File: src/rtl/hazard_pkg.sv
// hazard_pkg: shared types and constants for the pipeline hazard controller.
//   hz_state_t  - sequencing FSM states (RUN, MEM_WAIT, HALT)
//   FWD_*       - EX operand source selects
//   WAIT_CNT_W  - width of the data-memory wait counter
//   fwd_sel()   - one-operand forwarding decision, MEM beats WB, x0 never forwarded
package hazard_pkg;

  typedef enum logic [1:0] {
    RUN      = 2'd0,
    MEM_WAIT = 2'd1,
    HALT     = 2'd2
  } hz_state_t;

  localparam logic [1:0] FWD_NONE = 2'b00;
  localparam logic [1:0] FWD_WB   = 2'b01;
  localparam logic [1:0] FWD_MEM  = 2'b10;

  localparam int WAIT_CNT_W = 8;

  function automatic logic [1:0] fwd_sel(
    input logic [4:0] rs,
    input logic [4:0] mem_rd,
    input logic       mem_reg_write,
    input logic [4:0] wb_rd,
    input logic       wb_reg_write
  );
    if (mem_reg_write && (mem_rd != 5'd0) && (mem_rd == rs)) return FWD_MEM;
    if (wb_reg_write && (wb_rd != 5'd0) && (wb_rd == rs))    return FWD_WB;
    return FWD_NONE;
  endfunction

endpackage

File: src/rtl/forward_unit.sv
// forward_unit: combinational EX-stage operand forwarding selects.
//   ex_rs1, ex_rs2           - EX source registers
//   mem_rd, mem_reg_write    - MEM stage destination / write flag
//   wb_rd, wb_reg_write      - WB stage destination / write flag
//   fwd_a, fwd_b             - operand source (FWD_NONE / FWD_WB / FWD_MEM)
module forward_unit
  import hazard_pkg::*;
(
  input  logic [4:0] ex_rs1,
  input  logic [4:0] ex_rs2,
  input  logic [4:0] mem_rd,
  input  logic       mem_reg_write,
  input  logic [4:0] wb_rd,
  input  logic       wb_reg_write,
  output logic [1:0] fwd_a,
  output logic [1:0] fwd_b
);

  assign fwd_a = fwd_sel(ex_rs1, mem_rd, mem_reg_write, wb_rd, wb_reg_write);
  assign fwd_b = fwd_sel(ex_rs2, mem_rd, mem_reg_write, wb_rd, wb_reg_write);

endmodule

File: src/rtl/hazard_ctrl.sv
// hazard_ctrl: pipeline sequencing controller for the 5-stage core.
// Drives PC / pipeline register enables and flushes, resolves load-use and
// branch hazards, freezes the pipe on dmem wait states and halts on timeout.
//
// Build option: HAZARD_FWD_EN
//   defined   - forward_unit drives fwd_a/fwd_b; only load-use stalls decode.
//   undefined - fwd_a/fwd_b tied to 00; any RAW on EX or MEM stalls decode.
//
// Ports:
//   clk, rst (async, active-high)
//   id_*        - decode sources and use flags
//   ex_*        - EX sources, destination, write/load flags, branch taken
//   mem_*, wb_* - MEM / WB destination and write flags
//   dmem_req, dmem_ready - data memory handshake
//   pc_en, ifid_en, idex_en, exmem_en - register load enables
//   ifid_flush, idex_flush, memwb_flush - bubble inserts
//   fwd_a, fwd_b - EX operand selects
//   halted       - memory timeout; frozen until reset
//
// state    | meaning
// RUN      | normal operation
// MEM_WAIT | data memory stall in progress, wait_cnt counts stalled cycles
// HALT     | memory timeout, terminal until reset
module hazard_ctrl
  import hazard_pkg::*;
#(
  parameter int unsigned MEM_TIMEOUT = 64
) (
  input  logic       clk,
  input  logic       rst,
  input  logic [4:0] id_rs1,
  input  logic [4:0] id_rs2,
  input  logic       id_use_rs1,
  input  logic       id_use_rs2,
  input  logic [4:0] ex_rs1,
  input  logic [4:0] ex_rs2,
  input  logic [4:0] ex_rd,
  input  logic       ex_reg_write,
  input  logic       ex_is_load,
  input  logic [4:0] mem_rd,
  input  logic       mem_reg_write,
  input  logic [4:0] wb_rd,
  input  logic       wb_reg_write,
  input  logic       ex_branch_taken,
  input  logic       dmem_req,
  input  logic       dmem_ready,
  output logic       pc_en,
  output logic       ifid_en,
  output logic       idex_en,
  output logic       exmem_en,
  output logic       ifid_flush,
  output logic       idex_flush,
  output logic       memwb_flush,
  output logic [1:0] fwd_a,
  output logic [1:0] fwd_b,
  output logic       halted
);

  hz_state_t             state, state_n;
  logic [WAIT_CNT_W-1:0] wait_cnt, wait_cnt_n;
  logic                  mem_stall;
  logic                  data_hazard;
  logic [1:0]            fwd_a_raw, fwd_b_raw;

  assign mem_stall = dmem_req && !dmem_ready;

`ifdef HAZARD_FWD_EN
  // Only a load result is too late to forward into the next instruction.
  assign data_hazard = ex_is_load && ex_reg_write && (ex_rd != 5'd0) &&
                       ((id_use_rs1 && (id_rs1 == ex_rd)) ||
                        (id_use_rs2 && (id_rs2 == ex_rd)));

  forward_unit u_forward_unit (
    .ex_rs1        (ex_rs1),
    .ex_rs2        (ex_rs2),
    .mem_rd        (mem_rd),
    .mem_reg_write (mem_reg_write),
    .wb_rd         (wb_rd),
    .wb_reg_write  (wb_reg_write),
    .fwd_a         (fwd_a_raw),
    .fwd_b         (fwd_b_raw)
  );
`else
  logic ex_raw, mem_raw;
  logic unused_inputs;

  // WB is excluded: the register file writes in the first half cycle.
  assign ex_raw  = ex_reg_write && (ex_rd != 5'd0) &&
                   ((id_use_rs1 && (id_rs1 == ex_rd)) ||
                    (id_use_rs2 && (id_rs2 == ex_rd)));
  assign mem_raw = mem_reg_write && (mem_rd != 5'd0) &&
                   ((id_use_rs1 && (id_rs1 == mem_rd)) ||
                    (id_use_rs2 && (id_rs2 == mem_rd)));
  assign data_hazard = ex_raw || mem_raw;

  assign fwd_a_raw = FWD_NONE;
  assign fwd_b_raw = FWD_NONE;
  assign unused_inputs = ^{ex_rs1, ex_rs2, wb_rd, wb_reg_write, ex_is_load};
`endif

  always_ff @(posedge clk or posedge rst) begin
    if (rst) begin
      state    <= RUN;
      wait_cnt <= '0;
      halted   <= 1'b0;
    end else begin
      state    <= state_n;
      wait_cnt <= wait_cnt_n;
      halted   <= (state_n == HALT);
    end
  end

  always_comb begin
    state_n     = state;
    wait_cnt_n  = wait_cnt;
    pc_en       = 1'b0;
    ifid_en     = 1'b0;
    idex_en     = 1'b0;
    exmem_en    = 1'b0;
    ifid_flush  = 1'b0;
    idex_flush  = 1'b0;
    memwb_flush = 1'b0;
    if (!rst) begin
      case (state)
        RUN, MEM_WAIT: begin
          if (mem_stall) begin
            memwb_flush = 1'b1;
            if (state == RUN) begin
              state_n    = MEM_WAIT;
              wait_cnt_n = WAIT_CNT_W'(1);
            end else if (wait_cnt == WAIT_CNT_W'(MEM_TIMEOUT)) begin
              state_n = HALT;
            end else begin
              wait_cnt_n = wait_cnt + 1'b1;
            end
          end else begin
            state_n    = RUN;
            wait_cnt_n = '0;
            pc_en      = 1'b1;
            ifid_en    = 1'b1;
            idex_en    = 1'b1;
            exmem_en   = 1'b1;
            // A taken branch kills the decode instruction, so its hazard is moot.
            if (ex_branch_taken) begin
              ifid_flush = 1'b1;
              idex_flush = 1'b1;
            end else if (data_hazard) begin
              pc_en      = 1'b0;
              ifid_en    = 1'b0;
              idex_flush = 1'b1;
            end
          end
        end
        HALT: ;
        default: state_n = RUN;
      endcase
    end
  end

  assign fwd_a = (rst || state == HALT) ? FWD_NONE : fwd_a_raw;
  assign fwd_b = (rst || state == HALT) ? FWD_NONE : fwd_b_raw;

endmodule

File: config.mk
export PLATFORM = sky130hd
export DESIGN_NAME = hazard_ctrl
export DESIGN_NICKNAME = d
export VERILOG_FILES = /design/src/rtl/hazard_pkg.sv /design/src/rtl/forward_unit.sv /design/src/rtl/hazard_ctrl.sv
export SDC_FILE = /design/constraint.sdc
export NUM_CORES = 1
export LEC_CHECK = 0
export CAP_MARGIN = 40
export CORE_MARGIN = 1
export CORE_UTILIZATION = 37
export CTS_CLUSTER_DIAMETER = 150
export DETAILED_ROUTE_END_ITERATION = 8
export HOLD_SLACK_MARGIN = 0.06
export PLACE_DENSITY = 0.89
export SLEW_MARGIN = 20
export SYNTH_ARGS = -nofsm -noshare
export SYNTH_HDL_FRONTEND = slang
export SYNTH_HIERARCHICAL = 1
export SYNTH_SLANG_ARGS = --single-unit
File: constraint.sdc
create_clock -name clk -period 1.9 [get_ports clk]
set_input_delay 0.19 -clock clk [delete_from_list [all_inputs] [get_ports clk]]
set_output_delay 0.19 -clock clk [all_outputs]
set_load 0.005 [all_outputs]
# Word level (Yosys, flattened, before mapping)
# Index checks and enable logic that the tools add are counted.
# Widths: inputs -> output; s select.
dict set report classes {
  add_sub_neg 1
  n_eq_ne 9
  mux 28
  bitwise_logic 1
  reduce_logical 18
}
# operator n
set ops {}
lappend ops {{$mux 8} 3}
lappend ops {{$eq 5x5->1} 4}
lappend ops {{$mux 1} 20}
lappend ops {{$reduce_bool 5->1} 2}
lappend ops {{$logic_and 1x1->1} 9}
lappend ops {{$add 8x1->8 const B} 1}
lappend ops {{$eq 8x7->1 const B} 1}
lappend ops {{$mux 2} 4}
lappend ops {{$eq 2x2->1 const B} 2}
lappend ops {{$pmux 2 s2} 1}
lappend ops {{$logic_or 1x1->1} 3}
lappend ops {{$ne 3x3->1 const B} 1}
lappend ops {{$reduce_and 3->1} 1}
lappend ops {{$eq 2x1->1 const B} 1}
lappend ops {{$logic_not 2->1} 1}
lappend ops {{$reduce_or 2->1} 1}
lappend ops {{$logic_not 1->1} 1}
lappend ops {{$not 1->1} 1}
dict set report word_totals {
  regBits 11
  input_bits 46
  wordCells 60
}

# Longest topological paths before layout
# Gate-level depths: netlist (run 1).
dict set report logic_depth {
  depth_word 10
  ltp_mapped 7
}

# Worst setup path before layout (run 1)
# OpenSTA, ideal clock, no wires.
dict set report synth_timing {
  path_type {register to register}
  startpoint {register wait_cnt[0]}
  endpoint {register wait_cnt[5]}
  arrival_ns 1.447
  slack_ns 0.361
  path_stages_with_launch 7
  synth_period_minus_slack_ns 1.539
  path_cell_list {dfrtp_1 -> inv_1 -> ha_1 -> nor4b_2 -> and3_4 -> or3_4 -> o31ai_2}
}
dict set report synth_between {
  elab_chain_cells 4
  word_cells_on_any_way 7
  cone_classes {add/sub (1); eq/ne (2); mux (3); reduce/logical (1)}
}
# element line_no
set synth_lines {}
lappend synth_lines {{start: declaration} hazard_ctrl.sv:60} ;# logic [WAIT_CNT_W-1:0] wait_cnt, wait_cnt_n;
lappend synth_lines {{start signal: assignment} hazard_ctrl.sv:108} ;# wait_cnt <= wait_cnt_n;
lappend synth_lines {{$add 8x1->8} hazard_ctrl.sv:134} ;# wait_cnt_n = wait_cnt + 1'b1;
lappend synth_lines {{$mux 8} hazard_ctrl.sv:131} ;# end else if (wait_cnt == WAIT_CNT_W'(MEM_TIMEOUT)) begin
lappend synth_lines {{$mux 8} hazard_ctrl.sv:128} ;# if (state == RUN) begin
lappend synth_lines {{$mux 8} hazard_ctrl.sv:126} ;# if (mem_stall) begin
# Several ways; a longest one is shown, not always the timed one. The select of a mux whose other input is x is not followed.
# A chain may end at the register's enable or synchronous reset.

# Worst setup path after layout (run 1)
dict set report layout_timing {
  startpoint {input ex_rd[2]}
  endpoint {output idex_flush}
}
dict set report layout_between {
  elab_chain_cells 10
  word_cells_on_any_way 14
  cone_classes {eq/ne (2); mux (5); reduce/logical (7)}
}
# element line_no
set layout_lines {}
lappend layout_lines {{start: declaration} hazard_ctrl.sv:37} ;# input logic [4:0] ex_rd,
lappend layout_lines {{$eq 5x5->1, on equally long branches} {hazard_ctrl.sv:89, hazard_ctrl.sv:90}}
lappend layout_lines {{$logic_and 1x1->1, on equally long branches} {hazard_ctrl.sv:89, hazard_ctrl.sv:90}}
lappend layout_lines {{$logic_or 1x1->1} hazard_ctrl.sv:89} ;# ((id_use_rs1 && (id_rs1 == ex_rd)) ||
lappend layout_lines {{$logic_and 1x1->1 *} hazard_ctrl.sv:88} ;# assign ex_raw = ex_reg_write && (ex_rd != 5'd0) &&
lappend layout_lines {{$logic_or 1x1->1 *} hazard_ctrl.sv:94} ;# assign data_hazard = ex_raw || mem_raw;
lappend layout_lines {{$mux 1 *} hazard_ctrl.sv:147} ;# end else if (data_hazard) begin
lappend layout_lines {{$mux 1 *} hazard_ctrl.sv:144} ;# if (ex_branch_taken) begin
lappend layout_lines {{$mux 1 *} hazard_ctrl.sv:126}
lappend layout_lines {{$mux 1 *} hazard_ctrl.sv:124} ;# case (state)
lappend layout_lines {{$mux 1 *} hazard_ctrl.sv:123} ;# if (!rst) begin
lappend layout_lines {{end: declaration} hazard_ctrl.sv:52} ;# output logic idex_flush,
# Mark *: on every way between the ends. The rest lies on a longest branch, timed or not.

==> results.sh, run 1 <==
export IMPL_rr_endpoint="wait_cnt[5]$_DFFE_PP0P_"
export IMPL_cp_start_kind="primary input"
export IMPL_synth_area_sq_um=983.4
export IMPL_dpl_cell_count=189
export IMPL_utilization=0.5991
export IMPL_clock_tree_root_cell="clkbuf_4"
export IMPL_power_uw=545.2
export IMPL_port_buffers=36
export IMPL_r2r_slack_ns=0.22
export IMPL_fin_ws_ns=0.05387
export IMPL_ir_drop_uv=304.8
export IMPL_synth_yosys_seq_area_share=0.2799
export IMPL_ys_ff_latch=11
export IMPL_hold_class="in -> async"
export IMPL_antenna_found_initial=0
export IMPL_cts_reportedPaths_clkPinSlew_ns=0.07
export IMPL_drive_gt1_frac=0.2121
export IMPL_ant_nets=0
export IMPL_ys_flop_type="dfrtp_1"
export IMPL_cts_buffers=3
export IMPL_setup_viol=0
export IMPL_grt_pass1_vias=984
export IMPL_insertion_delay_ns=0.27
export IMPL_crit_fanout=3
export IMPL_grt_overflow=0
export IMPL_leakage_nw=0.6533
export IMPL_yosysWarnings=6
export IMPL_tritoncts="yes"
export IMPL_area_growth_pct=52.29
export IMPL_slowest_delay_ns=0.53
export IMPL_cp_required_ns=1.71
export IMPL_drv_cap=0
export IMPL_fin_crit_sh=0.9716
export IMPL_num_vias=1034
export IMPL_drc=0
export IMPL_row_count=18
export IMPL_crit_chain="dlygate4sd2_1 -> or4_4 -> o21ai_2 -> o22ai_2 -> o21a_1 -> dlygate4sd2_1"
export IMPL_wl_per_cell_microns=14.50
export IMPL_post_synth_inst_count=115
export IMPL_fin_crit_ns=1.846
export IMPL_fillers=232
export IMPL_ys_types=35
export IMPL_hold_viol_final=0
export IMPL_core_area_sq_mm=0.002500
export IMPL_dp_slack_ns=-0.5066
export IMPL_rr_worst_depth=6
export IMPL_arrival_ns=1.66
export IMPL_status="finished clean"
export IMPL_clockBufferDepth=2
export IMPL_gp_congestion=0.8528
export IMPL_cts_num_sinks=11
export IMPL_fin_worst_skew_ns=0.001557
export IMPL_die_h_microns=53.56
export IMPL_die_w_microns=53.56
export IMPL_critPathCaptureType="primary output"
export IMPL_p_per_area_mw_per_mm2=364.0
export IMPL_async_reset_ff_frac=1.000
export IMPL_wl_microns=2828
export IMPL_instances_no_fill=195
export IMPL_worst_path_most_repeated_cell="dlygate4sd2_1"
export IMPL_final_common_cell="dlygate4sd2_1"
export IMPL_dp_hpwl_microns=2174
export IMPL_syn_area_per_cell_sq_um=8.552
export IMPL_synth_edf_count=0
export IMPL_crit_type="in -> out"
export IMPL_critPathSlowestCell="or4_4"
export IMPL_ioPinCount=58
export IMPL_reg2reg_from="wait_cnt[0]$_DFFE_PP0P_"
export IMPL_placed_area_sq_mm=0.001430
export IMPL_hold_worst_slack_ns=0.2672
export IMPL_layout_common_cells="dlygate4sd2_1, xor2_1, clkdlybuf4s50_1, buf_4, dfrtp_1"
export IMPL_nNetsFinal=214
export IMPL_die_area_sq_mm=0.002868
export IMPL_grt_setup_unrepaired="yes"
export IMPL_htreeDepth=1
export IMPL_max_freq_ghz=0.5417
export IMPL_antenna_cells=0
export IMPL_avgViaCountPerCell=5.303
export IMPL_finalSetupTns_ns=0
export IMPL_grt_max_degree=13
export IMPL_grt_pass1_wl_microns=4140
export IMPL_slew_violations=0
export IMPL_track_usage=0.2026
export IMPL_initial_core_util=0.3934
export IMPL_fin_area_sq_mm=0.001498
export IMPL_first_pass_iters=4
export IMPL_drtIter0Drc=20
-- cells in the mapped netlist (2+ instances only) --
master   count  area share
o31ai_1      5       0.038
inv_1        6       0.023
a32oi_1      2       0.018
or4_1        2       0.015
and2_1       3       0.019
buf_4        6       0.046
ha_1         2       0.025
dfrtp_1     11        0.28
nor4_1       4       0.025
nand3_1      6       0.031
nor2b_1      2       0.013
o21ai_0      8       0.041
o21ai_1      4       0.020
and3_1       2       0.013
nand2_1      9       0.034
xor2_1      16        0.14
nor2_1       6       0.023
xnor2_1      4       0.036
-- cells by family after synthesis --
family | synth area share
AOI/OAI and AO/OA | 0.1972
xor gates and xnor gates | 0.1781
adders and majority gates | 0.02544
and+or+nand+nor | 0.2366
DFF | 0.2799
buffers and inverters | 0.06870
muxes | 0.01018
other | 0.003813
-- sequential cells by signal, indices dropped and copies added, names as in the netlist --
register  cells
halted        1
wait_cnt      8
state         2
-- how the worst max path moves through the flow --
| stage | from | endpoint | slack [ns] | cells after the start |
|---|---|---|---|---|
| after floorplan | wait_cnt[0]$_DFFE_PP0P_ | wait_cnt[5]$_DFFE_PP0P_ | 0.36 | 6 |
| after global placement | ex_rd[2] | pc_en | -0.43 | 6 |
| after detailed placement | mem_rd[1] | pc_en | -0.51 | 6 |
| after CTS | mem_rd[2] | idex_flush | 0.02 | 6 |
| after global routing | ex_rd[2] | pc_en | -0.001 | 7 |
| final | ex_rd[2] | idex_flush | 0.05 | 6 |
-- what timing repair did --
item | 4_1_cts | 5_1_grt
setup buffers | 1 | 1
cloned | 0 | 0
resized for setup | 35 | 9
setup endpoints to repair | 4 | 5
hold buffers | 0 | 0
pin swaps | 11 | 5
-- final cells by class --
| class | instances | area (sq um) | area share |
|---|---|---|---|
| timing repair buffer | 49 | 430.4 | 0.2874 |
| clock buffer | 4 | 26.28 | 0.01754 |
| inverter | 6 | 22.52 | 0.01504 |
| multi-input combinational | 95 | 705.7 | 0.4712 |
| tap | 30 | 37.54 | 0.02506 |
| sequential | 11 | 275.3 | 0.1838 |
-- critical path, delay by kind of cell --
| family | cells | cell delay, ns |
|---|---|---|
| AND/OR/NAND/NOR | 1 | 0.53 |
| AO/OA/AOI/OAI | 3 | 0.41 |
| buffers and inverters | 2 | 0.53 |
-- where the power goes --
| group | leakage, nW | total, mW | internal [mW] | switching (mW) |
|---|---|---|---|---|
| sequential | 0.143 | 0.234 | 0.234 | 0 |
| clock | 0.0150 | 0.159 | 0.0814 | 0.0775 |
| combinational | 0.495 | 0.152 | 0.0791 | 0.0732 |
| total | 0.653 | 0.545 | 0.395 | 0.151 |
-- routing by layer --
layer / part of all wire / global-route usage / vias up
met3: 0.089 / 0.03672 / 6
met4: 0.013 / 0.06579 / 0
met2: 0.50 / 0.4188 / 41
li1: - / - / 502
met1: 0.40 / 0.1955 / 485
met5: 0 / 0 / -
(Power assumes the default switching activity.)
==> run 2: changes to the inputs <==
- CORE_MARGIN: 1 -> not set
- PLACE_DENSITY: 0.89 -> not set
- PLACE_DENSITY_LB_ADDON: not set -> 0.12
==> run 2 against run 1 <==
- the run now ends with negative setup slack left
- count of clock-buffer cells in the layout did not move
- critical endpoint unchanged
- cell area fell by 1.8%
- clock power rose by 5%
- worst hold slack improved by 0.0026 ns
- worst setup slack got worse by 0.058 ns
- critical path depth did not move
- critical path type unchanged
- non-clock buffer count fell by 1
- largest power group unchanged
- sequential power barely moved
- global-route usage fell by 0.97 points
- sequential share of layout area rose by 0.34 points
- cell count fell by 0.51%
==> results.sh, run 2 (same netlist as run 1, synthesis figures left out) <==
export IMPL_first_pass_iters=4
export IMPL_layout_common_cells="dlygate4sd2_1, xor2_1, clkdlybuf4s50_1, buf_4, dfrtp_1"
export IMPL_slew_violations=0
export IMPL_instances_no_fill=194
export IMPL_critPathSlowestCell="or4_1"
export IMPL_drive_gt1_frac=0.1890
export IMPL_fin_crit_ns=1.904
export IMPL_crit_fanout=3
export IMPL_p_per_area_mw_per_mm2=369.6
export IMPL_cp_start_kind="primary input"
export IMPL_gp_congestion=0.8116
export IMPL_antenna_found_initial=0
export IMPL_dp_slack_ns=-0.4606
export IMPL_power_uw=543.4
export IMPL_tritoncts="yes"
export IMPL_holdBufCountCts=0
export IMPL_cp_required_ns=1.71
export IMPL_cts_num_sinks=11
export IMPL_fin_ws_ns=-0.003705
export IMPL_clockBufferDepth=2
export IMPL_slowest_delay_ns=0.54
export IMPL_drc=0
export IMPL_fin_crit_sh=1.002
export IMPL_wl_per_cell_microns=13.99
export IMPL_setup_viol=1
export IMPL_dp_hpwl_microns=2193
export IMPL_ir_drop_uv=357.1
export IMPL_wl_microns=2715
export IMPL_critPathCaptureType="primary output"
export IMPL_ioPinCount=58
export IMPL_crit_chain="dlygate4sd2_1 -> or4_1 -> o21ai_1 -> o22ai_2 -> o21a_1 -> clkdlybuf4s15_2"
export IMPL_htreeDepth=1
export IMPL_fin_worst_skew_ns=0.007974
export IMPL_max_freq_ghz=0.5253
export IMPL_avgViaCountPerCell=5.124
export IMPL_largest_reg_flops=8
export IMPL_arrival_ns=1.71
export IMPL_track_usage=0.1929
export IMPL_cp_num_buf_inv=2
export IMPL_hold_class="in -> async"
export IMPL_crit_type="in -> out"
export IMPL_cts_buffers=3
export IMPL_grt_max_degree=13
export IMPL_die_area_sq_mm=0.002868
export IMPL_clock_tree_root_cell="clkbuf_4"
export IMPL_leakage_nw=0.6283
export IMPL_ant_nets=0
export IMPL_hold_viol_final=0
export IMPL_grt_pass1_wl_microns=3967
export IMPL_die_w_microns=53.56
export IMPL_grt_overflow=0
export IMPL_antenna_cells=0
export IMPL_insertion_delay_ns=0.28
export IMPL_critPathTopFamily="simple AND/OR/NAND/NOR gates"
export IMPL_dpl_cell_count=190
export IMPL_core_area_sq_mm=0.002500
export IMPL_status="finished with violations"
export IMPL_num_vias=994
export IMPL_area_growth_pct=49.49
export IMPL_row_count=18
export IMPL_cts_reportedPaths_clkPinSlew_ns=0.08
export IMPL_failed_checks="negative setup slack"
export IMPL_largest_register="wait_cnt"
export IMPL_largestRegisters="wait_cnt (8), state (2), halted (1)"
export IMPL_drv_cap=0
export IMPL_drtIter0Drc=23
export IMPL_grt_pass1_vias=900
export IMPL_port_buffers=36
export IMPL_initial_core_util=0.3934
export IMPL_die_h_microns=53.56
export IMPL_nNetsFinal=213
export IMPL_final_common_cell="dlygate4sd2_1"
run 2: cell types whose count changed in the layout (fill, tap and decap cells not counted), sizes merged:
cell / delta
buf: -3
dlymetal6s2s: -1
dlygate4sd2: +1
clkdlybuf4s15: +2
run 2: repair_timing:
action,CTS,global route
gates resized for setup,29,8
endpoints found under the setup margin,6,5
buffers inserted,1,0
endpoints found under the hold margin,0,0
pin swaps,9,1
run 2: final timing paths:
path | slack (ns) | from | to | cells after the start
setup / recovery | -0.004 | mem_rd[1] | idex_flush | 6
hold / removal | 0.27 | rst | wait_cnt[7]$_DFFE_PP0P_ | 3
setup reg to reg | 0.22 | wait_cnt[0]$_DFFE_PP0P_ | wait_cnt[5]$_DFFE_PP0P_ | 7
hold reg to reg | 0.51 | wait_cnt[7]$_DFFE_PP0P_ | wait_cnt[7]$_DFFE_PP0P_ | 1
max in group asynchronous | 1.47 | rst | wait_cnt[0]$_DFFE_PP0P_ | 3
min in group clk | 0.51 | wait_cnt[7]$_DFFE_PP0P_ | wait_cnt[7]$_DFFE_PP0P_ | 1
run 2: cell type report:
type	count	area [sq um]
Sequential cell	11	275.3
Multi-Input combinational cell	95	680.7
Tap cell	30	37.54
Inverter	6	22.52
Fill cell	252	1030
Clock buffer	4	26.28
Timing Repair Buffer	48	427.9
run 2: report_power, final:
part / internal, mW / switching [mW]
sequential: 0.234 / 0
clock: 0.0814 / 0.0852
combinational: 0.0765 / 0.0664
run 2: through the flow:
stage / hold WS [ns] / utilization / setup TNS, ns / area (sq um)
after global placement: 0.4945 / 0.5751 / -1.267 / 1438
after CTS: 0.2789 / 0.5761 / 0 / 1440
after detailed placement: 0.4972 / 0.5751 / -1.344 / 1438
after floorplan: 0.05884 / - / 0 / 994.7
after global routing: 0.3028 / 0.5881 / -0.1015 / 1470
final: 0.2698 / 0.5881 / -0.003705 / 1470
run 2: per-layer routing:
metal | track usage | wire (microns) | vias to the layer above
li1 | - | - | 504
met1 | 0.2224 | 1159 | 473
met2 | 0.3542 | 1470 | 17
met3 | 0.05085 | 84 | 0
met4 | 0.03947 | 0 | 0
met5 | 0 | 0 | -
run 2: worst register-to-register path, stage by stage, from the launching register on:
cell and delay, ns:
dfrtp_1 0.43, inv_1 0.08, ha_1 0.16, nor4b_2 0.23, nand3_1 0.18, o21ai_2 0.30, o21ai_1 0.15, o31ai_2 0.08
